File: src/rtl/i2s_adc_rx_pkg.sv
// Shared types and defaults for the I2S ADC receiver.
package i2s_pkg;
  typedef enum logic [1:0] {IDLE, DELAY, SHIFT, PAD} state_t;

  localparam int DATA_W_DEF = 24;
  localparam int SLOT_W_DEF = 32;
  localparam int CNT_W      = $clog2(SLOT_W_DEF + 1);

  function automatic int cnt_w(input int slot_w);
    return $clog2(slot_w + 1);
  endfunction
endpackage

File: src/rtl/i2s_adc_rx_sync_edge.sv
// Two-flop synchroniser with a registered rising-edge pulse.
module sync_edge (
  input  logic clk,
  input  logic reset,
  input  logic din,
  output logic rise
);
  logic [1:0] sync;
  logic       prev;

  always_ff @(posedge clk or posedge reset) begin
    if (reset) begin
      sync <= '0;
      prev <= 1'b0;
      rise <= 1'b0;
    end else begin
      sync <= {sync[0], din};
      prev <= sync[1];
      rise <= sync[1] & ~prev;
    end
  end
endmodule

File: src/rtl/i2s_adc_rx.sv
// I2S receiver: captures one DATA_W-bit word per frame from the selected channel.
module i2s_adc_rx
  import i2s_pkg::*;
#(
  parameter int DATA_W  = DATA_W_DEF,
  parameter int SLOT_W  = SLOT_W_DEF,
  parameter int CHANNEL = 0
) (
  input  logic              clk,
  input  logic              reset,
  input  logic              sck_i,
  input  logic              ws_i,
  input  logic              sd_i,
  output logic [DATA_W-1:0] signal,
  output logic              signal_en,
  output logic              frame_err,
  output logic              busy
);
  localparam int   CW = cnt_w(SLOT_W);
  localparam logic CH = 1'(CHANNEL);

  logic          sck_rise;
  logic [1:0]    ws_sync, sd_sync;
  logic          ws_s, sd_s;
  logic          ws_prev, ws_seen;
  logic          start;
  state_t        state;
  logic [CW-1:0] cnt;
  logic [DATA_W-2:0] shreg;

  sync_edge u_sck (.clk(clk), .reset(reset), .din(sck_i), .rise(sck_rise));

  // The registered edge pulse lags the raw sync by one clk; WS/SD are stable
  // for half an SCK period around the rising edge, so no extra align stage.
  always_ff @(posedge clk or posedge reset) begin
    if (reset) begin
      ws_sync <= '0;
      sd_sync <= '0;
    end else begin
      ws_sync <= {ws_sync[0], ws_i};
      sd_sync <= {sd_sync[0], sd_i};
    end
  end

  assign ws_s  = ws_sync[1];
  assign sd_s  = sd_sync[1];
  // ws_seen blocks a start on the very first sampled WS (no observed transition).
  assign start = ws_seen && (ws_s != ws_prev) && (ws_s == CH);

  always_ff @(posedge clk or posedge reset) begin
    if (reset) begin
      state     <= IDLE;
      cnt       <= '0;
      shreg     <= '0;
      signal    <= '0;
      signal_en <= 1'b0;
      frame_err <= 1'b0;
      busy      <= 1'b0;
      ws_prev   <= 1'b0;
      ws_seen   <= 1'b0;
    end else begin
      signal_en <= 1'b0;
      frame_err <= 1'b0;
      if (sck_rise) begin
        ws_prev <= ws_s;
        ws_seen <= 1'b1;
        case (state)
          IDLE: if (start) begin
            state <= DELAY;
            busy  <= 1'b1;
          end
          DELAY: begin
            shreg    <= '0;
            shreg[0] <= sd_s;
            cnt      <= CW'(1);
            state    <= SHIFT;
          end
          SHIFT: begin
            if (ws_s != ws_prev) begin
              // Truncated word; the same WS edge may already start a new one.
              frame_err <= 1'b1;
              shreg     <= '0;
              cnt       <= '0;
              state     <= start ? DELAY : IDLE;
              busy      <= start;
            end else begin
              shreg <= {shreg[DATA_W-3:0], sd_s};
              cnt   <= cnt + CW'(1);
              if (cnt == CW'(DATA_W - 1)) begin
                signal    <= {shreg, sd_s};
                signal_en <= 1'b1;
                state     <= PAD;
                busy      <= 1'b0;
              end
            end
          end
          PAD: if (ws_s != CH) state <= IDLE;
          default: state <= IDLE;
        endcase
      end
    end
  end
endmodule
File: config.mk
export PLATFORM = sky130hd
export DESIGN_NAME = i2s_adc_rx
export DESIGN_NICKNAME = d
export VERILOG_FILES = /design/src/rtl/i2s_adc_rx_pkg.sv /design/src/rtl/i2s_adc_rx_sync_edge.sv /design/src/rtl/i2s_adc_rx.sv
export SDC_FILE = /design/constraint.sdc
export NUM_CORES = 1
export LEC_CHECK = 0
export BUFFER_PORTS_ARGS = -buffer_cell sky130_fd_sc_hd__buf_2
export CORE_ASPECT_RATIO = 0.5
export CORE_MARGIN = 2
export CORE_UTILIZATION = 61
export DETAILED_ROUTE_END_ITERATION = 10
export PLACE_DENSITY = 0.83
export SLEW_MARGIN = 20
export SYNTH_ARGS = -nofsm -noshare
export SYNTH_HDL_FRONTEND = slang
export SYNTH_SLANG_ARGS = --single-unit
File: constraint.sdc
create_clock -name clk -period 4.8 [get_ports clk]
set_input_delay 0.96 -clock clk [delete_from_list [all_inputs] [get_ports clk]]
set_output_delay 0.96 -clock clk [all_outputs]
set_load 0.03 [all_outputs]
==> flow_summary_export.csv <==
group,metric,value,unit
clocking,cts.clk_slew.worst_paths,0.07,ns
clocking,cts_buffers,9,
setup_path,ff2ff_path_depth,6,
setup_path,r2r_setup_slack,2.63,ns
global_routing,grt_max_degree,40,
sta,final.period_utilization,45.12,%
setup_path,start_kind,"register",
synthesis,synth_cell_types,30,
setup_path,slowest_delay,0.77,ns
global_routing,grt_pass1_vias,1700,
clocking,cts_resized,0,
setup_path,critPathArrivalTime,2.43,ns
setup_path,setup.worst_path.end,"shreg[16]$_DFFE_PP0P_",
sta,skew,0.008660,ns
sta,setup_violations,0,
layout,final_common_cell,"dfrtp_1",
synthesis,syn_area,0.002619,mm²
place,io_buffers,31,
job,cap_violations,0,
drt,vias_per_cell,5.754,
clocking,insertion_delay,0.33,ns
setup_path,crit_start,"state[0]$_DFFE_PP0P_",
place,place_area,0.002785,mm²
setup_path,worstPathMaxFanout,26,
clocking,clockBufferDepth,2,
die,core_area,0.004004,mm²
place,gp_congestion,0.7977,
drt,first_iter_violations,71,
drt,dr.pass1.iters,4,
run_status,status,"completed",
die,fp.dieW,96.66,µm
die,dieHeight,50.33,µm
setup_path,r2r-end,"shreg[16]$_DFFE_PP0P_",
sta,layout_min_cycle_time,2.166,ns
sta,finalHoldViolCount,0,
clocking,cts_tree,"yes",
setup_path,path_buf_inv,1,
synthesis,syn_area_per_cell,14.39,µm²
setup_path,cpLargestDelayFamily,"simple AND/OR/NAND/NOR gates",
synthesis,synthCells,182,
drt,vias,1588,
setup_path,worst_setup_path_end_kind,"register",
synthesis,syn-num-nets,191,
clocking,clock-sinks,68,
synthesis,yosysSeqAreaShare,64.98,%
power_and_ir_drop,power.density,407.2,mW/mm²
place,hpwl,3078,µm
clocking,cts_setup_buffers,0,
setup_path,path_cells,"inv_1 > ha_1 > nand2_1 > nor2_1 > and2_1 > a22o_1",
drt,wl_per_cell,17.51,µm
setup_path,path_depth,6,
die,die_area,0.004865,mm²
sta,timing.slew.headroom,38.35,%
global_routing,grt_usage,22.66,%
sta,worst_pin_slew,0.9248,ns
setup_path,cpMaxStageDelayCell,"and2_1",
setup_path,required,5.07,ns
die,initial_utilization,65.41,%
global_routing,grt-ovfl-total,0,
layout,finalInstanceArea,0.002973,mm²
clocking,postCtsHoldBufs,0,
global_routing,grt_antenna_before_repair,0,
power_and_ir_drop,vdd_drop_max,207.0,µV
sta,rsz0062_at_grt,"no",
drt,postRouteWirelength,4834,µm
die,io_pins,32,
clocking,root_buffer,"clkbuf_8",
hold_path,hp-class,"register to register",
power_and_ir_drop,power.total,1.210,mW
drt,final_antenna_net_count,0,
setup_path,critical_path_class,"register to register",
layout,final_cell_mix,"dfrtp_1, buf_2, a22o_1, mux2_2, clkbuf_8",
clocking,cts_max_level,3,
sta,fin_setup_tns,0,ns
global_routing,grt_pass1_wl,8286,µm
layout,nNetsFinal,227,
layout,layout-drive-gt1-share,33.78,%
sta,drv_slew,0,
die,row_count,16,
setup_path,r2r-start,"state[0]$_DFFE_PP0P_",
layout,syn_to_final_growth,13.52,%
layout,n_antenna_cell,0,
power_and_ir_drop,power.leakage,1.568,nW
sta,max_freq,0.4617,GHz
synthesis,yosysWarnings,0,
drt,drc,0,
synthesis,synth_seq_cells,68,
[worst min path at each step]
stage / start / end / slack, ns / cells past startpoint
2_1_floorplan: sd_sync[0]$_DFF_PP0_ / sd_sync[1]$_DFF_PP0_ / 0.33 / 0
3_3_place_gp: u_sck.sync[0]$_DFF_PP0_ / u_sck.sync[1]$_DFF_PP0_ / 0.33 / 0
3_5_place_dp: sd_sync[0]$_DFF_PP0_ / sd_sync[1]$_DFF_PP0_ / 0.34 / 0
4_1_cts: ws_sync[0]$_DFF_PP0_ / ws_sync[1]$_DFF_PP0_ / 0.36 / 0
5_1_grt: u_sck.sync[0]$_DFF_PP0_ / u_sck.sync[1]$_DFF_PP0_ / 0.36 / 0
6_report: ws_sync[0]$_DFF_PP0_ / ws_sync[1]$_DFF_PP0_ / 0.35 / 0
[power by group]
part | leakage, nW | switching, mW | internal [mW]
registers | 0.914 | 0.0269 | 0.602
logic | 0.556 | 0.0944 | 0.0510
clock network | 0.0986 | 0.196 | 0.241
[through the flow]
step,util (%),hold WS (ns),setup WS (ns),cells
after global placement,69.56,0.3323,2.840,261
after detailed placement,69.56,0.3371,2.641,261
after floorplan,-,0.3312,2.128,182
after global routing,74.25,0.3633,2.467,276
after CTS,74.25,0.3550,2.625,276
final,74.25,0.3525,2.634,276
[cell usage after synthesis]
cell       number  area (µm²)
o21a_1          2       15.01
nand4b_1        1       8.760
ha_1            4       50.05
nand3_1         1       5.000
and3_1          2       12.51
dfrtp_1        68        1702
xor2_1          1       8.760
a31o_2          1       8.760
nor2_1          3       11.26
buf_6           5       56.30
a2bb2oi_1       1       8.760
nor2b_1         4       25.02
nand3b_1        2       15.01
xnor2_1         1       8.760
o211ai_1        1       7.510
o21ai_0         7       35.03
a21oi_1         3       15.01
nor3_1          1       5.000
a31oi_1         1       6.260
nand2b_1        1       6.260
clkbuf_1        2       7.510
nand2_2         1       6.260
mux2_2         25       281.5
a221oi_1        1       8.760
nand2_1         7       26.28
and2_1          2       12.51
o2bb2ai_1       1       8.760
inv_1           6       22.52
a22o_1         26       227.7
or2_2           1       6.260
[routing by layer]
metal  vias to the layer above  share of wire, %  global-route usage, %
li1                        731                 -                      -
met1                       813                44                  27.00
met2                        38                50                  38.89
met3                         6               4.4                  8.774
met4                         0               1.1                  7.277
met5                         -                 0                      0
[cells by family after synthesis]
family,synth area share [%]
AO/OA/AOI/OAI,13.04
XOR/XNOR,0.6690
adder cells (fa/ha/maj),1.911
buffers and inverters,3.297
flip-flops,64.98
multiplexers,10.75
AND/OR/NAND/NOR,5.351
[flip-flops by register name, summed over array words and instances, names as in the netlist]
signal / flops
ws_seen: 1
ws_prev: 1
cnt: 6
shreg: 23
signal_en: 1
u_sck.prev: 1
signal: 24
sd_sync: 2
busy: 1
ws_sync: 2
state: 2
frame_err: 1
u_sck.rise: 1
u_sck.sync: 2
[area by class of cell]
cell class	instances	area, µm²
flip-flops and latches	68	1702
fillers	272	1031
multi-input cells	101	830.8
clock buffers	14	182.7
repair buffers	32	162.7
well taps	54	67.56
inverters	6	22.52
clock inverters	1	5.005
Power figures use the tool's default switching activity.
